--- src/rtl/phy_pkg.sv ---
// Shared PHY lane constants: alignment/filler symbols and the lane state encoding
// used by both the transmit serializer and the receive deserializer.
package phy_pkg;

   localparam int unsigned BYTE_W = 8;

   localparam logic [BYTE_W-1:0] COMMA_SYM = 8'hBC;
   localparam logic [BYTE_W-1:0] IDLE_SYM  = 8'h7C;

   typedef enum logic {
      ST_SYNC   = 1'b0,
      ST_ACTIVE = 1'b1
   } lane_state_e;

endpackage

--- src/rtl/phy_tx_serializer.sv ---
// Per-lane transmit serializer: byte stream in, MSB-first bit stream out at clk_8f,
// with a comma preamble after reset or on force_sync.
module phy_tx_serializer
   import phy_pkg::*;
#(
   parameter int unsigned        SYNC_COUNT = 4,
   parameter logic [BYTE_W-1:0]  COMMA      = COMMA_SYM,
   parameter logic [BYTE_W-1:0]  IDLE       = IDLE_SYM
) (
   input  logic              clk_8f,
   input  logic              reset,
   input  logic [BYTE_W-1:0] data_in,
   input  logic              valid_in,
   input  logic              force_sync,
   output logic              data_out,
   output logic              load_ack,
   output logic              byte_start,
   output logic              sync_done
);

   localparam int unsigned   CNT_W   = 3;
   localparam int unsigned   SCW     = $clog2(SYNC_COUNT + 1);
   localparam logic [SCW-1:0] SC_LAST = SCW'(SYNC_COUNT - 1);

   logic [BYTE_W-1:0] shift;
   logic [CNT_W-1:0]  bit_cnt;
   lane_state_e       state;
   logic [SCW-1:0]    sync_cnt;
   logic              sync_pend;

   logic              load_edge;
   logic              eff_pend;
   logic [BYTE_W-1:0] sel_byte;
   lane_state_e       nxt_state;
   logic [SCW-1:0]    nxt_sync_cnt;

   // Byte choice and preamble bookkeeping for the upcoming load edge.
   always_comb begin
      load_edge    = (bit_cnt == CNT_W'(7));
      eff_pend     = sync_pend | force_sync;
      nxt_state    = state;
      nxt_sync_cnt = sync_cnt;

      if ((state == ST_SYNC) || eff_pend) begin
         sel_byte = COMMA;
      end else if (valid_in) begin
         sel_byte = data_in;
      end else begin
         sel_byte = IDLE;
      end

      if (state == ST_SYNC) begin
         if (eff_pend) begin
            nxt_sync_cnt = '0;
         end else if (sync_cnt == SC_LAST) begin
            nxt_state    = ST_ACTIVE;
            nxt_sync_cnt = '0;
         end else begin
            nxt_sync_cnt = sync_cnt + SCW'(1);
         end
      end else if (eff_pend) begin
         // The comma loaded here is the first of the new preamble.
         if (SYNC_COUNT == 1) begin
            nxt_sync_cnt = '0;
         end else begin
            nxt_state    = ST_SYNC;
            nxt_sync_cnt = SCW'(1);
         end
      end
   end

   // Frame counter, shifter and lane state share one register block.
   always_ff @(posedge clk_8f or negedge reset) begin
      if (!reset) begin
         shift     <= '0;
         bit_cnt   <= CNT_W'(7);
         state     <= ST_SYNC;
         sync_cnt  <= '0;
         sync_pend <= 1'b0;
      end else if (load_edge) begin
         shift     <= sel_byte;
         bit_cnt   <= '0;
         state     <= nxt_state;
         sync_cnt  <= nxt_sync_cnt;
         sync_pend <= 1'b0;
      end else begin
         shift   <= {shift[BYTE_W-2:0], 1'b0};
         bit_cnt <= bit_cnt + CNT_W'(1);
         if (force_sync) begin
            sync_pend <= 1'b1;
         end
      end
   end

   // A same-edge force_sync pre-empts the data load, so it also withholds the ack.
   assign load_ack   = load_edge & (state == ST_ACTIVE) & ~eff_pend & valid_in;
   assign data_out   = shift[BYTE_W-1];
   assign byte_start = (bit_cnt == '0);
   assign sync_done  = (state == ST_ACTIVE);

endmodule

--- config.mk ---
export PLATFORM = sky130hd
export DESIGN_NAME = phy_tx_serializer
export DESIGN_NICKNAME = d
export VERILOG_FILES = /design/src/rtl/phy_pkg.sv /design/src/rtl/phy_tx_serializer.sv
export SDC_FILE = /design/constraint.sdc
export NUM_CORES = 1
export LEC_CHECK = 0
export BUFFER_PORTS_ARGS = -buffer_cell sky130_fd_sc_hd__clkbuf_2
export CAP_MARGIN = 20
export CORE_MARGIN = 8
export CORE_UTILIZATION = 50
export CTS_CLUSTER_DIAMETER = 200
export DETAILED_ROUTE_END_ITERATION = 10
export GPL_TIMING_DRIVEN = 0
export PLACE_DENSITY = 0.84
export SYNTH_ARGS = -nofsm -noshare
export SYNTH_HDL_FRONTEND = slang
export SYNTH_SLANG_ARGS = --single-unit
--- constraint.sdc ---
create_clock -name clk_8f -period 2.2 [get_ports clk_8f]
set_clock_uncertainty 0.05 [all_clocks]
set_input_delay 0.11 -clock clk_8f [delete_from_list [all_inputs] [get_ports clk_8f]]
set_output_delay 0.11 -clock clk_8f [all_outputs]
set_load 0.03 [all_outputs]
* Yosys cells after proc, flatten, opt, wreduce, memory -nomap -nowiden *
Index checks and enable logic that the tools add are counted.

operators by class
  eq/ne operators = 3
  $add $sub $neg = 2
  muxes and demuxes = 14
  order comparisons = 0
  bitwise gates (word level) = 6
  reduce and logical (&&, ||, !) cells = 4
  multiply operators = 0
  shifts and indexed selects = 0
  div/mod/pow operators = 0

operator list
  cell                                                   number
  two-way mux 8 bit                                      3
  two-way mux 3 bit                                      5
  adder 3 x 1 -> 3 bit, second input constant            2
  two-way mux 1 bit                                      6
  AND 1 bit                                              3
  == test 3 x 2 -> 1 bit, second input constant          1
  == test 3 bit, second input constant                   1
  zero test 3 bit                                        1
  inequality test 2 x 1 -> 1 bit, second input constant  1
  inverter 1 bit                                         2
  AND reduction 2 bit                                    1
  nonzero test 2 bit                                     1
  logical OR 1 bit                                       1
  OR 1 bit                                               1

word-level totals
  output and inout bits = 4
  bits in writable memories = 0
  bits of input ports = 12
  bits in latches = 0
  bits in registers = 16
  ROM bits = 0
  memories kept = 0
  word-level logic and storage cells = 34

* Longest topological paths before layout *
  word-level depth = 4
  depth in mapped cells = 7
  gate-level depth less buffers = 6

* Worst setup path after synthesis *
OpenSTA, ideal clock, no wires.

  path kind = register to register
  start point = register bit_cnt[0]
  end point = register shift[0]
  clock period less this slack = 1.802 ns
  data arrival time = 1.686 ns
  stages on the path, launching flop included = 8
  path slack = 0.398 ns
  path through = dfstp_2 ha_1 ha_1 buf_2 inv_1 or3_4 inv_2 and2_1

between the ends
  word-level cells in the longest chain between the ends = 2

ends and longest elaborated chain
  element                   RTL line                 RTL
  start: declaration        phy_tx_serializer.sv:26  logic [CNT_W-1:0] bit_cnt;
  start signal: assignment  phy_tx_serializer.sv:88  bit_cnt <= bit_cnt + CNT_W'(1);
  == test 3 bit             phy_tx_serializer.sv:39  load_edge = (bit_cnt == CNT_W'(7));
  two-way mux 8 bit         phy_tx_serializer.sv:80  end else if (load_edge) begin
  end signal: assignment    phy_tx_serializer.sv:81  shift <= sel_byte;
  end signal: assignment    phy_tx_serializer.sv:87  shift <= {shift[BYTE_W-2:0], 1'b0};
  end: declaration          phy_tx_serializer.sv:25  logic [BYTE_W-1:0] shift;

Every way passes these cells.
A chain may end at the register's enable or synchronous reset.

* Worst setup path in the final report *
  start point = register bit_cnt[0]
  end point = output load_ack

between the ends
  word-level cells in the longest chain between the ends = 4

ends and longest elaborated chain
  element                  RTL line                 RTL
  == test 3 bit            phy_tx_serializer.sv:39
  AND 1 bit (3 in series)  phy_tx_serializer.sv:96  assign load_ack = load_edge & (state == ST_ACTIVE) & ~eff_pend & valid_in;
  end: declaration         phy_tx_serializer.sv:16  output logic load_ack,

Every way passes these cells.

==> impl_results.md <==
- Outcome: finished clean
- Startpoint types: register
- R2R cell count: 6
- Post-Route WL: 1.32 mm
- RSZ-0062 raised after global routing: no
- Final hold vios: 0
- Clock root buffer: clkbuf_4
- Slew Viols, Final: 0
- PD cells: 552 nW/µm²
- Final setup viols: 0
- Ys flop type: dfrtp_1
- Worst-margin pin slew: 0.382 ns
- CTS Buf Count: 3
- Grt ovf: 0
- Detail Placement HPWL: 980 µm
- Top cells by area, synth: dfrtp_1 47%, dfstp_2 11%, ha_1 7.2%, o22a_1 3.8%, a21oi_1 2.9%
- Seq cells post-synth: 16
- WHS: 0.0168 ns
- Asr flop ratio synth: 100%
- VDD IR-drop max: 420 µV
- Normalized max-slew margin: 74.6%
- Setup slack after placement: 0.276 ns
- Ys Warns: 0
- Fmax: 0.484 GHz
- Syn-to-layout area delta: 27.6%
- Mapped cell area: 698 µm²
- Clock Tree Buf Depth: 2
- CTS sink count: 16
- Wirelength per Cell: 12.9 µm
- Yosys top cell by area: dfrtp_1
- Reg area: 404 µm²
- Synth top area share: 46.6%
- CTS tree: built
- DRC: 0
- Internal power: 382 µW
- Combinational Power Share: 5.8%
- Initial antenna violation count: 0
- N_diodes: 0
- Overall Global Routing Usage: 10.9%
- Layout Nets: 104
- Placed inst area: 792 µm²
- Max Cap Viol: 0
- Final min period: 2.07 ns
- Crit Path Max Fanout: 9
- Max incr delay on CP: 0.56 ns
- Final Cell Area: 891 µm²
- Setup total negative slack: 0 ns
- Non-Filler Instances: 102
- H-tree depth: 1
- Count of different cell masters after synthesis: 25
- Filler Cells Inserted: 105
- Final worst slack: 0.133 ns
- Largest net degree at the start of global routing: 17
- Final period utilization: 93.9%
- Clk pwr share: 34.0%
- Share of cells above drive strength 1: 29.9%
- Sequential area share after synthesis: 57.9%
- Number of global-route vias before repair: 542
- Util after Layout: 68.5%
- Post-Synthesis Net Count: 78
- Pleak: 0.430 nW
- Placer Congestion: 0.721
- Initial Util: 53.7%
- Vias per cell: 5.05
- Seq pwr share: 60.1%
- First-pass GRT wire length: 2.26 mm
- Dpl cells: 92
- Avg Synthesized Cell Area: 11.3 µm²
- P_sw: 110 µW
- I/O pins: 16
- Overall Power: 492 µW
- Multi-input gate area: 263 µm²
- Clock transition at path regs: 0.09 ns
- Critical Path End Type: output pin
- WHS Path Cells: 2
- Die width: 53.4 µm
- Core ar.: 1300 µm²
- Routed Antenna Nets: 0
- Sw Ratio: 22.4%
- Die area: 2850 µm²
- Post-synth EDFFs: 0
- Critical Path AT: 1.91 ns
- Initial DRC Count: 7
- Most frequent cells in the layout: 14 x clkbuf_2, 13 x dfrtp_1, 6 x dlygate4sd3_1
- Most common cell after layout, fill and taps aside: clkbuf_2
- DRT Pass-1 Iters: 2
- Synthesized instance count: 62
- Row count: 13
- CP max stage cell: dfstp_2
- Worst-Skew Late Latency: 0.30 ns
- DIE HEIGHT: 53.4 µm
- CP Cell Sequence: ha_1, ha_1, buf_6, inv_1, or3_4, inv_2, buf_6
- Crit Path Category: register to output pin
- IO Port Bufs: 15
- CP required: 2.04 ns
- Via count: 515
- HP Class: input port to register
-- logic make-up (layout without fill, tap and decap cells) --
group                      count (synthesis)  count (layout)  synth area share, %
and+or+nand+nor                           18              18                 14.7
AOI/OAI and AO/OA                         16              16                 15.8
DFF                                       16              16                 57.9
buffers and inverters                      8              33                 4.48
adders and majority gates                  4               4                 7.17
-- layout make-up --
type,count,area share (%)
Timing Repair Buffer,21,15.9
Tap cell,15,2.11
Buffer,2,1.69
Clock buffer,4,2.95
Inverter,6,2.53
Multi-Input combinational cell,38,29.5
Sequential cell,16,45.4
-- path summary, 6_finish.rpt --
kind / startpoint / end / slack [ns]
min: data_in[2] / shift[2]$_DFF_PN0_ / 0.02
max in group asynchronous: reset / bit_cnt[2]$_DFF_PN1_ / 1.58
min in group asynchronous: reset / shift[0]$_DFF_PN0_ / 0.20
max reg2reg: bit_cnt[0]$_DFF_PN1_ / shift[3]$_DFF_PN0_ / 0.44
min reg2reg: shift[5]$_DFF_PN0_ / shift[6]$_DFF_PN0_ / 0.40
max: bit_cnt[0]$_DFF_PN1_ / load_ack / 0.13
-- critical path: cells and delay by family, from the launching register on --
| family | cells | cell delay (ns) |
|---|---|---|
| fa+ha+maj | 2 | 0.30 |
| flops | 1 | 0.56 |
| simple gates | 1 | 0.36 |
| buf+inv | 4 | 0.41 |
-- repair_timing --
action,4_1_cts,5_1_grt
endpoints found under the setup margin,1,1
setup buffers,0,0
endpoints found under the hold margin,21,0
gates resized for setup,2,3
hold buffers,6,0
pin swaps,0,1
-- per-layer routing --
layer | routed length (µm) | vias up | GRT usage, %
li1 | - | 263 | -
met1 | 561 | 234 | 11.7
met2 | 601 | 13 | 16.2
met5 | 0 | - | 0
met3 | 113 | 5 | 5.60
met4 | 41 | 0 | 7.56
-- synthesized netlist by cell type (2+ instances only) --
cell type and number:
dfrtp_1 13, o21ai_0 3, nor2_1 5, inv_1 5, a21oi_1 4, a22o_1 2
dfstp_2 3, nor2b_1 3, nand2_1 3, ha_1 4, o22a_1 3
-- registers in the layout, summed over array words and instances, names as in the netlist --
| name | flops |
|---|---|
| shift | 8 |
| bit_cnt | 3 |
| sync_cnt | 3 |
| sync_done | 1 |
| sync_pend | 1 |
-- power by group through the flow --
stage	registers [mW]	logic [mW]	clock network, mW
5_1_grt	0.296	0.0319	0.178
3_3_place_gp	0.301	0.0206	0
3_5_place_dp	0.301	0.0208	0
6_report	0.296	0.0287	0.167
2_1_floorplan	0.301	0.00434	0
4_1_cts	0.296	0.0291	0.166
No activity file was read; power rests on OpenSTA's default activity.
